==> src/rtl/serial_job_arbiter_if.sv <==
// Requester and shared-counter signals of serial_job_arbiter.
// slave: arbiter side; master: requesters plus counter side.
interface serial_job_arbiter_if #(
    parameter int WIDTH = 8
);
    // requester side
    logic             req0;
    logic             req1;
    logic [WIDTH-1:0] pat0;
    logic [WIDTH-1:0] pat1;
    logic             gnt0;
    logic             gnt1;
    logic             done;
    logic [7:0]       result;
    logic             owner;
    logic             busy;
    // shared counter side
    logic             ctr_clr;
    logic             sin;
    logic [7:0]       count;

    modport slave (
        input  req0, req1, pat0, pat1, count,
        output gnt0, gnt1, done, result, owner, busy,
        output ctr_clr, sin
    );

    modport master (
        output req0, req1, pat0, pat1, count,
        input  gnt0, gnt1, done, result, owner, busy,
        input  ctr_clr, sin
    );
endinterface

==> src/rtl/serial_job_arbiter.sv <==
// Shares one serial-input counter between two requesters: round-robin grant,
// counter clear, LSB-first shift on sin, settle, sample count, done pulse.
// Ports: clk, rst (async, active-low), bus (serial_job_arbiter_if.slave):
//   req0/req1, pat0/pat1 in; gnt0/gnt1, done, result, owner, busy out;
//   ctr_clr, sin out to the counter; count in from the counter.
module serial_job_arbiter #(
    parameter int WIDTH  = 8,
    parameter int SETTLE = 2
) (
    input logic                 clk,
    input logic                 rst,
    serial_job_arbiter_if.slave bus
);
    localparam int SW = (SETTLE > 1) ? $clog2(SETTLE) : 1;
    localparam logic [4:0]    BLAST = 5'(WIDTH - 1);
    localparam logic [SW-1:0] SLAST = SW'(SETTLE - 1);

    typedef enum logic [2:0] {
        IDLE,
        CLEAR,
        SHIFT,
        SETL,
        REPORT
    } state_t;

    state_t           state;
    logic [WIDTH-1:0] shreg;
    logic [4:0]       bitcnt;
    logic [SW-1:0]    setcnt;
    logic             last_owner;
    logic             win;

    // On a tie the requester that did not own the last job wins.
    always_comb begin
        win = 1'b0;
        unique case (1'b1)
            (bus.req0 & bus.req1):  win = ~last_owner;
            (bus.req1 & ~bus.req0): win = 1'b1;
            default:                win = 1'b0;
        endcase
    end

    always_ff @(posedge clk or negedge rst) begin
        if (!rst) begin
            state       <= IDLE;
            shreg       <= '0;
            bitcnt      <= '0;
            setcnt      <= '0;
            last_owner  <= 1'b1;
            bus.gnt0    <= 1'b0;
            bus.gnt1    <= 1'b0;
            bus.ctr_clr <= 1'b0;
            bus.sin     <= 1'b0;
            bus.done    <= 1'b0;
            bus.busy    <= 1'b0;
            bus.result  <= 8'd0;
            bus.owner   <= 1'b0;
        end else begin
            // pulse outputs default low; each state sets what it needs
            bus.gnt0    <= 1'b0;
            bus.gnt1    <= 1'b0;
            bus.ctr_clr <= 1'b0;
            bus.sin     <= 1'b0;
            bus.done    <= 1'b0;
            unique case (state)
                IDLE: begin
                    if (bus.req0 || bus.req1) begin
                        state       <= CLEAR;
                        shreg       <= win ? bus.pat1 : bus.pat0;
                        bus.owner   <= win;
                        bus.gnt0    <= ~win;
                        bus.gnt1    <= win;
                        bus.ctr_clr <= 1'b1;
                        bus.busy    <= 1'b1;
                    end
                end
                CLEAR: begin
                    // sin is registered, so bit 0 is loaded here to be
                    // on the wire during SHIFT cycle 0
                    state   <= SHIFT;
                    bitcnt  <= '0;
                    bus.sin <= shreg[0];
                    shreg   <= shreg >> 1;
                end
                SHIFT: begin
                    if (bitcnt == BLAST) begin
                        state  <= SETL;
                        setcnt <= '0;
                    end else begin
                        bitcnt  <= bitcnt + 5'd1;
                        bus.sin <= shreg[0];
                        shreg   <= shreg >> 1;
                    end
                end
                SETL: begin
                    if (setcnt == SLAST) begin
                        state      <= REPORT;
                        bus.result <= bus.count;
                        bus.done   <= 1'b1;
                    end else begin
                        setcnt <= setcnt + 1'b1;
                    end
                end
                REPORT: begin
                    state      <= IDLE;
                    last_owner <= bus.owner;
                    bus.busy   <= 1'b0;
                end
                default: state <= IDLE;
            endcase
        end
    end
endmodule

==> src/flat_wrapper.sv <==
// flat-port wrapper written by rule: the top's interface ports become plain ports
module serial_job_arbiter_flat 
#(
    parameter int WIDTH  = 8,
    parameter int SETTLE = 2
)
  (clk, rst, bus_req0, bus_req1, bus_pat0, bus_pat1, bus_count, bus_gnt0, bus_gnt1, bus_done, bus_result, bus_owner, bus_busy, bus_ctr_clr, bus_sin);
  serial_job_arbiter_if #(.WIDTH(WIDTH)) bus_i ();
  input logic clk;
  input logic rst;
  input wire logic [$bits(bus_i.req0)-1:0] bus_req0;
  input wire logic [$bits(bus_i.req1)-1:0] bus_req1;
  input wire logic [$bits(bus_i.pat0)-1:0] bus_pat0;
  input wire logic [$bits(bus_i.pat1)-1:0] bus_pat1;
  input wire logic [$bits(bus_i.count)-1:0] bus_count;
  output wire logic [$bits(bus_i.gnt0)-1:0] bus_gnt0;
  output wire logic [$bits(bus_i.gnt1)-1:0] bus_gnt1;
  output wire logic [$bits(bus_i.done)-1:0] bus_done;
  output wire logic [$bits(bus_i.result)-1:0] bus_result;
  output wire logic [$bits(bus_i.owner)-1:0] bus_owner;
  output wire logic [$bits(bus_i.busy)-1:0] bus_busy;
  output wire logic [$bits(bus_i.ctr_clr)-1:0] bus_ctr_clr;
  output wire logic [$bits(bus_i.sin)-1:0] bus_sin;
  assign bus_i.req0 = bus_req0;
  assign bus_i.req1 = bus_req1;
  assign bus_i.pat0 = bus_pat0;
  assign bus_i.pat1 = bus_pat1;
  assign bus_i.count = bus_count;
  assign bus_gnt0 = bus_i.gnt0;
  assign bus_gnt1 = bus_i.gnt1;
  assign bus_done = bus_i.done;
  assign bus_result = bus_i.result;
  assign bus_owner = bus_i.owner;
  assign bus_busy = bus_i.busy;
  assign bus_ctr_clr = bus_i.ctr_clr;
  assign bus_sin = bus_i.sin;
  serial_job_arbiter #(.WIDTH(WIDTH), .SETTLE(SETTLE)) u_core (.clk(clk), .rst(rst), .bus(bus_i));
endmodule
==> config.mk <==
export PLATFORM = sky130hd
export DESIGN_NAME = serial_job_arbiter_flat
export DESIGN_NICKNAME = d
export VERILOG_FILES = /design/src/rtl/serial_job_arbiter_if.sv /design/src/rtl/serial_job_arbiter.sv /design/src/flat_wrapper.sv
export SDC_FILE = /design/constraint.sdc
export NUM_CORES = 1
export LEC_CHECK = 0
export ABC_AREA = 1
export BUFFER_PORTS_ARGS = -buffer_cell sky130_fd_sc_hd__clkbuf_2
export CELL_PAD_IN_SITES_DETAIL_PLACEMENT = 0
export CELL_PAD_IN_SITES_GLOBAL_PLACEMENT = 1
export CORE_MARGIN = 2
export CORE_UTILIZATION = 42
export CTS_BUF_LIST = sky130_fd_sc_hd__clkbuf_2
export DETAILED_ROUTE_END_ITERATION = 8
export HOLD_SLACK_MARGIN = 0.05
export PLACE_DENSITY = 0.93
export SYNTH_ARGS = -nofsm -noshare
export SYNTH_HDL_FRONTEND = slang
export SYNTH_SLANG_ARGS = --single-unit
==> constraint.sdc <==
create_clock -name clk -period 3.3 [get_ports clk]
set_input_delay 0.165 -clock clk [delete_from_list [all_inputs] [get_ports clk]]
set_output_delay 0.165 -clock clk [all_outputs]
set_load 0.05 [all_outputs]
== Word level (Yosys, flattened, before mapping) ==
Index checks and enable logic that the tools add are counted.
Operators by class
  reduce and logical (&&, ||, !) cells: 13
  eq/ne operators: 9
  add/subtract/negate cells: 2
  bitwise gates (word level): 5
  muxes and demuxes: 26
Operators with widths (count)
  2-to-1 mux 8 bit: 3
  one-hot mux 8 bit (3 select lines): 1
  2-to-1 mux 1 bit: 12
  one-hot mux 3 bit (4 select lines): 1
  one-hot mux 5 bit (2 select lines): 1
  AND reduction 2 bit: 5
  2-to-1 mux 3 bit: 3
  one-hot mux 1 bit (2 select lines): 4
  equality test 3 x 2 -> 1 bit, second input constant: 2
  != test 2 x 1 -> 1 bit, second input constant: 3
  AND reduction 3 bit: 2
  nonzero test 2 bit: 3
  adder 5 x 1 -> 5 bit, second input constant: 1
  equality test 5 x 3 -> 1 bit, second input constant: 1
  2-to-1 mux 5 bit: 1
  equality test 3 x 1 -> 1 bit, second input constant: 1
  equality test 3 bit, second input constant: 1
  logical NOT 3 bit: 1
  NOT 1 bit: 3
  nonzero test 3 bit: 1
  AND 1 bit: 2
  != test 2 bit, second input constant: 1
  adder 1 bit, second input constant: 1
  logical OR 1 bit: 1
Word-level totals
  output and inout port bits: 15
  register bits: 33
  bits of input ports: 28
  word-level logic and storage cells: 68

== Longest topological paths before layout ==
Gate-level depths: netlist of run 1.
  depth in word-level cells: 6
  gate-level depth with buffers: 8
  mapped depth without buffers: 8

== Worst setup path after synthesis of run 1 ==
OpenSTA, ideal clock, no wires.
  kind: reg-to-reg
  start: register u_core.bitcnt[0]
  end: register u_core.shreg[0]
  cell stages (with the launch flop): 9
  data arrival time: 1.168 ns
  setup time: 0.117 ns
  slack: 2.015 ns
  data required time: 3.183 ns
  cell sequence: dfrtp_1 -> ha_1 -> nand2_1 -> inv_1 -> nand2_1 -> nor2_1 -> nor2_4 -> nand2_1 -> nand2_1
On the way
  longest elaborated chain between the ends: 3
RTL lines
  start, declared: RTL line serial_job_arbiter.sv:28  | logic [4:0] bitcnt;
  start signal, assigned: RTL line serial_job_arbiter.sv:90  | bitcnt <= bitcnt + 5'd1;
  equality test 5 x 3 -> 1 bit: RTL line serial_job_arbiter.sv:86  | if (bitcnt == BLAST) begin
  != test 2 bit (no line)
  AND reduction 3 bit (no line)
  end signal, assigned: RTL line serial_job_arbiter.sv:69  | shreg <= win ? bus.pat1 : bus.pat0;
  end signal, assigned: RTL line serial_job_arbiter.sv:83  | shreg <= shreg >> 1;
  end signal, assigned: RTL line serial_job_arbiter.sv:92  | shreg <= shreg >> 1;
  end, declared: RTL line serial_job_arbiter.sv:27  | logic [WIDTH-1:0] shreg;
Every way passes these cells.
A chain may end at the register's enable or synchronous reset.

== Worst setup path after layout of run 1 ==
  start: register u_core.bitcnt[0]
  end: register u_core.shreg[2]
The elaborated chain is that of the path after synthesis.

==> results.yml, run 1 <==
outcome:
  status: "complete, no violations"
global_route:
  overflow: 0
  grt.busiest_layer: "met2"
  grt_pass1_vias: 1275
  antenna_found_initial: 0
  gr-usage-met1_pct: 23.7
  grt_max_degree: 34
  grt_pass1_wl_um: 5800
  grtUsageMet2_pct: 27.5
  use_met3_pct: 6.47
  track_usage_pct: 17.9
final_layout:
  drive_above_1_share_pct: 23.1
  fin_area_mm2: 0.00203
  nFillCells: 363
  ff_latch_area_um2: 827
  syn2layout_area_growth_pct: 26.2
  diodes: 0
  multiInputGateArea_um2: 688
  nNetsFinal: 292
sta:
  skew_ns: 0.00576
  fmax_mhz: 671
  tns_ns: 0
  fin_crit_sh_pct: 45.2
  finalHoldViolations: 0
  max_slew.worst_pin.slew_ns: 0.812
  slew_violations: 0
  layout_min_cycle_time_ns: 1.49
  setup_viol: 0
  rsz0062_at_grt: "false"
  relSlewSlack_pct: 45.9
clock_tree:
  cts.reportedPaths.clkPinSlew_ns: 0.18
  cts-htree-levels: 2
  clock_latency_ns: 0.39
  cts.path.max_buffers: 2
  cts_setup_buffers: 0
  cts_resized: 0
  numCtsBuffers: 5
  tritoncts: "built"
  numClockSinks: 33
  root_buffer: "clkbuf_2"
critical_path:
  arrival_ns: 1.79
  startpoint_type: "flip-flop"
  path_cells: "ha_1 > nand2_1 > inv_1 > nand2_1 > nor2_1 > nor2_4 > nand2_1 > nand2_1"
  critical_path.top_delay_family: "simple AND/OR/NAND/NOR gates"
  worstPathRequired_ns: 3.60
  worst-setup-path-type: "flip-flop to flip-flop"
  slowest_stage: "dfrtp_1"
  cpPeakStageDelay_ns: 0.45
  endpoint_kind: "flip-flop"
  crit_buf_inv: 1
  crit_fanout: 8
  cpMostUsedCell: "nand2_1"
synth:
  synth.area.top_cells: "dfrtp_1 (50%), nand2_1 (21%), nand3_1 (5.6%)"
  syn_inst: 206
  synth_top_area_share_pct: 49.8
  synth_commonest_cells: "nand2_1 (89), dfrtp_1 (32), inv_1 (21)"
  yosys.area.top_type: "dfrtp_1"
  synthArstFlopShare_pct: 100
  synthFlopType: "dfrtp_1"
  synth_area_mm2: 0.00161
  seq_area_frac_synth_pct: 51.5
  syn_nets: 235
  yosysMostFrequentCell: "nand2_1"
  ys_warn_count: 0
  ys_seq_elements: 33
  synth_area_per_cell_um2: 7.80
  synth.distinct_cells: 22
  synth_edf_count: 0
flow_run:
  maxCapViolCount: 0
detailed_routing:
  vias_per_cell: 4.71
  firstDrtPassIters: 4
  drt_iter0_markers: 62
  wire_per_inst_um: 11.2
  finalWirelength_um: 3490
  drc: 0
  final_antenna_net_count: 0
  vias: 1470
place:
  dp_hpwl_um: 2480
  globalplace.congestion: 0.840
  placed_cell_area_mm2: 0.00187
  io_buffers: 42
power_and_ir_drop:
  clkPwrFrac_pct: 12.8
  swShare_pct: 51.2
  pwr-share-seq_pct: 33.5
  p_comb_share_pct: 53.7
  switchingPower_uw: 1080
  power.internal_uw: 1030
  p_per_area_mw_per_mm2: 1040
  power_leakage_uw: 0.00118
  ir_worst_vdd_mv: 0.592
floorplan:
  num_rows: 22
  die_h_um: 65.8
  pin_count: 43
  start_util_pct: 43.9
  die_area_mm2: 0.00434
  die_x_um: 65.8
  core_mm2: 0.00366
hold_path:
  hold_class: "input port to flip-flop"
[cell type report]
type                       count  share of cell area, %
clock buffer                   5                   1.23
clock inverter                 3                   2.04
inverter                      23                   4.26
multi-input combinational    149                   33.9
sequential                    33                   40.8
tap                           48                   2.96
timing repair buffer          51                   14.8
[timing repair]
item	in CTS	in global routing
hold buffers	9	0
hold endpoints to repair	40	0
endpoints found under the setup margin	0	0
[state kept, by name (all words and copies together), names as in the netlist]
name	count
u_core.bitcnt	5
u_core.bus.busy	1
u_core.bus.ctr_clr	1
u_core.bus.done	1
u_core.bus.gnt0	1
u_core.bus.gnt1	1
u_core.bus.owner	1
u_core.bus.result	8
u_core.bus.sin	1
u_core.last_owner	1
u_core.setcnt	1
u_core.shreg	8
u_core.state	3
[worst reg2reg max path: cells and delay by family, from the launching register on]
kind                       cells  cell delay (ns)
adders and majority gates      1             0.19
buffers and inverters          1             0.10
DFF                            1             0.45
and+or+nand+nor                6             0.67
[final timing paths]
check | start | endpoint | slack (ns) | cells after the start
max in group asynchronous | rst | u_core.shreg[4]$_DFFE_PN0P_ | 2.42 | 2
setup / recovery | u_core.bitcnt[0]$_DFFE_PN0P_ | u_core.shreg[2]$_DFFE_PN0P_ | 1.81 | 8
min in group asynchronous | rst | u_core.bitcnt[3]$_DFFE_PN0P_ | 0.37 | 2
hold / removal | bus_pat0[7] | u_core.shreg[7]$_DFFE_PN0P_ | 0.06 | 5
setup reg to reg | u_core.bitcnt[0]$_DFFE_PN0P_ | u_core.shreg[2]$_DFFE_PN0P_ | 1.81 | 8
hold reg to reg | u_core.shreg[5]$_DFFE_PN0P_ | u_core.shreg[5]$_DFFE_PN0P_ | 0.50 | 2
[power by group through the flow]
stage	clock network (µW)	logic, µW	registers (µW)
finish	271	1130	708
global route	298	1280	733
CTS	279	1140	707
detailed placement	0	1140	714
global placement	0	1120	711
floorplan	0	607	970
[cells by family after synthesis]
family,synth area share (%)
adders and majority gates,0.779
DFF,51.5
and+or+nand+nor,37.3
AOI/OAI and AO/OA,4.75
buffers and inverters,5.68
[metrics by stage]
stage | setup WS, ns | hold slack [ns] | instances | util (%) | power [µW]
4_1_cts | 1.80 | 0.0519 | 312 | 55.4 | 2130
3_5_place_dp | 1.82 | 0.301 | 295 | 51.1 | 1850
5_1_grt | 1.64 | 0.0554 | 312 | 55.4 | 2310
3_3_place_gp | 1.83 | 0.300 | 295 | 51.1 | 1830
6_report | 1.81 | 0.0642 | 312 | 55.4 | 2110
2_1_floorplan | 2.02 | -0.131 | 206 | - | 1580
[layout by cell type, fill, tap and decap left out, drive strengths merged]
cell,netlist,final
dfrtp,32,32
clkbuf,0,47
inv,22,22
nor2,12,12
bufinv,0,1
o21ai,4,4
a21oi,4,4
o21bai,2,2
nor3,1,1
a21o,1,1
o22ai,1,1
ha,1,1
dlygate4sd3,0,9
clkinvlp,0,1
clkinv,1,2
a31oi,1,1
nand2,94,94
nand3,20,20
dfstp,1,1
nand3b,7,7
nand4,1,1
[routing by layer]
metal	share of wire, %	wire length (µm)
met1	46	1620
met2	47	1640
met3	5.2	182
met4	1.3	44
met5	0	0
(Power assumes the default switching activity.)
==> run 2: changes to the inputs <==
--- a/config.mk
+++ b/config.mk
@@ -10,11 +10,11 @@
 export CELL_PAD_IN_SITES_DETAIL_PLACEMENT = 0
 export CELL_PAD_IN_SITES_GLOBAL_PLACEMENT = 1
 export CORE_MARGIN = 2
-export CORE_UTILIZATION = 42
+export CORE_UTILIZATION = 35
 export CTS_BUF_LIST = sky130_fd_sc_hd__clkbuf_2
 export DETAILED_ROUTE_END_ITERATION = 8
 export HOLD_SLACK_MARGIN = 0.05
-export PLACE_DENSITY = 0.93
+export PLACE_DENSITY = 0.84
 export SYNTH_ARGS = -nofsm -noshare
 export SYNTH_HDL_FRONTEND = slang
 export SYNTH_SLANG_ARGS = --single-unit
==> constraint.sdc (replaced) <==
create_clock -name clk -period 1.3 [get_ports clk]
set_input_delay 0.065 -clock clk [delete_from_list [all_inputs] [get_ports clk]]
set_output_delay 0.065 -clock clk [all_outputs]
set_load 0.05 [all_outputs]
==> run 2 against run 1 <==
Largest power group unchanged. Die area rose by 19%. Worst hold slack gained 0.0080 ns. Sequential cell count unchanged. Worst setup slack got worse by 1.7 ns. Global-route usage fell by 2.9 points. Cell count grew 7.1%. Power rose to 2.8 times the previous value. Clock power increased by 80%. Core utilization decreased by 4.0 points.
==> results.yml, run 2 (synthesis results as in run 1) <==
floorplan:
  die_area_mm2: 0.00515
  core_mm2: 0.00438
  start_util_pct: 36.6
  num_rows: 24
  pin_count: 43
  die_h_um: 71.8
  die_x_um: 71.8
detailed_routing:
  finalWirelength_um: 3580
  drc: 0
  vias: 1538
  drt_iter0_markers: 53
  final_antenna_net_count: 0
  vias_per_cell: 4.60
  wire_per_inst_um: 10.7
  firstDrtPassIters: 5
sta:
  max_slew.worst_pin.slew_ns: 0.281
  fin_hold_ws_ns: 0.0723
  slew_violations: 0
  rsz0062_at_grt: "true"
  finalHoldViolations: 0
  relSlewSlack_pct: 81.4
  fin_crit_sh_pct: 95.3
  fmax_mhz: 807
  skew_ns: 0.00748
  layout_min_cycle_time_ns: 1.24
  fin_ws_ns: 0.0612
  setup_viol: 0
clock_tree:
  cts_setup_buffers: 0
  tritoncts: "built"
  clock_latency_ns: 0.37
  cts.path.max_buffers: 2
  cts.reportedPaths.clkPinSlew_ns: 0.18
  cts-htree-levels: 2
  numClockSinks: 33
  numCtsBuffers: 5
  root_buffer: "clkbuf_2"
outcome:
  status: "complete, no violations"
final_layout:
  mostFrequentLayoutCell: "nand2_1"
  drive_above_1_share_pct: 34.8
  fin_area_mm2: 0.00225
  nNetsFinal: 310
  multiInputGateArea_um2: 758
  reg_top3: "u_core.bus.result: 8 flops, u_core.shreg: 8 flops, u_core.bitcnt: 5 flops"
  syn2layout_area_growth_pct: 40.3
  final_cell_mix: "nand2_1 (83), clkbuf_2 (47), dfrtp_1 (30)"
  diodes: 0
  nFillCells: 422
  ff_latch_area_um2: 830
place:
  dp_hpwl_um: 2560
  placed_cell_area_mm2: 0.00201
  globalplace.congestion: 0.750
  pre_cts_ws_ns: -0.0405
  io_buffers: 42
power_and_ir_drop:
  switchingPower_uw: 2950
  power.internal_uw: 2880
  ir_worst_vdd_mv: 1.66
  p_comb_share_pct: 61.1
  pwr-share-seq_pct: 30.5
  power_leakage_uw: 0.00127
  swShare_pct: 50.6
  clkPwrFrac_pct: 8.4
  p_per_area_mw_per_mm2: 2590
critical_path:
  arrival_ns: 1.56
  crit_fanout: 8
  startpoint_type: "flip-flop"
  worst-setup-path-type: "flip-flop to flip-flop"
  endpoint_kind: "flip-flop"
  worstPathRequired_ns: 1.63
global_route:
  track_usage_pct: 15.1
  grt_pass1_vias: 1457
  grt_max_degree: 34
  overflow: 0
  grt_pass1_wl_um: 6150
  antenna_found_initial: 0
hold_path:
  hold_class: "input port to flip-flop"
flow_run:
  maxCapViolCount: 0
run 2: changes by cell type in the layout (fill, tap and decap cells not counted), moves of 3 or more:
cell	delta
nor2_1	-4
nor2_2	+3
buf_4	+13
nand2_1	-6
inv_2	+4
inv_1	-4
nand2_4	+3
dlygate4sd3_1	+3
nand2_2	+3
run 2: worst paths after layout:
path | from | end | slack [ns] | cells after the start
setup reg to reg | u_core.bitcnt[1]$_DFFE_PN0P_ | u_core.shreg[4]$_DFFE_PN0P_ | 0.06 | 8
min in group asynchronous | rst | u_core.bitcnt[2]$_DFFE_PN0P_ | 0.16 | 3
hold / removal | bus_pat0[6] | u_core.shreg[6]$_DFFE_PN0P_ | 0.07 | 7
hold reg to reg | u_core.bus.result[1]$_DFFE_PN0P_ | u_core.bus.result[1]$_DFFE_PN0P_ | 0.50 | 2
max in group asynchronous | rst | u_core.last_owner$_DFFE_PN1P_ | 0.90 | 3
setup / recovery | u_core.bitcnt[1]$_DFFE_PN0P_ | u_core.shreg[4]$_DFFE_PN0P_ | 0.06 | 8
run 2: metrics by stage:
stage               cells  setup TNS, ns  power, µW  utilization, %
global route          334        -0.0498       6350            51.4
detailed placement    314         -0.261       5150            45.9
floorplan             206              0       4000               -
finish                334              0       5840            51.4
global placement      314              0       5100            45.9
CTS                   334              0       5740            50.2
run 2: worst max-delay path: stages, from the launching register on:
cell and delay, ns:
dfrtp_1 0.42, ha_2 0.19, nand2_2 0.08, inv_2 0.05, nand2_4 0.06, nor2_2 0.05
nor2_4 0.20, nand2_1 0.07, nand2_1 0.07
run 2: per-layer routing:
| metal | GRT usage (%) | part of all wire [%] |
|---|---|---|
| met1 | 18.5 | 45 |
| met2 | 25.8 | 51 |
| met3 | 2.95 | 3.6 |
| met4 | 6.29 | 0.76 |
| met5 | 0 | 0 |
run 2: what timing repair did:
action / CTS / global route
pin swaps: 2 / 8
hold buffers: 12 / 0
gates resized for setup: 7 / 20
cloned: 0 / 0
setup endpoints to repair: 8 / 17
endpoints found under the hold margin: 43 / 0
run 2: layout make-up:
| type | instances | area share [%] |
|---|---|---|
| multi-input cells | 149 | 33.6 |
| inverters | 23 | 4.00 |
| well taps | 52 | 2.89 |
| clock inverters | 3 | 0.777 |
| repair buffers | 69 | 20.8 |
| flip-flops and latches | 33 | 36.8 |
| clock buffers | 5 | 1.11 |
run 2: power by group through the flow:
stage	clock [µW]	sequential (µW)	combinational, µW
after floorplan	0	2460	1540
after global placement	0	1770	3330
after detailed placement	0	1770	3380
after CTS	512	1760	3480
after global routing	551	1850	3950
final	488	1780	3570
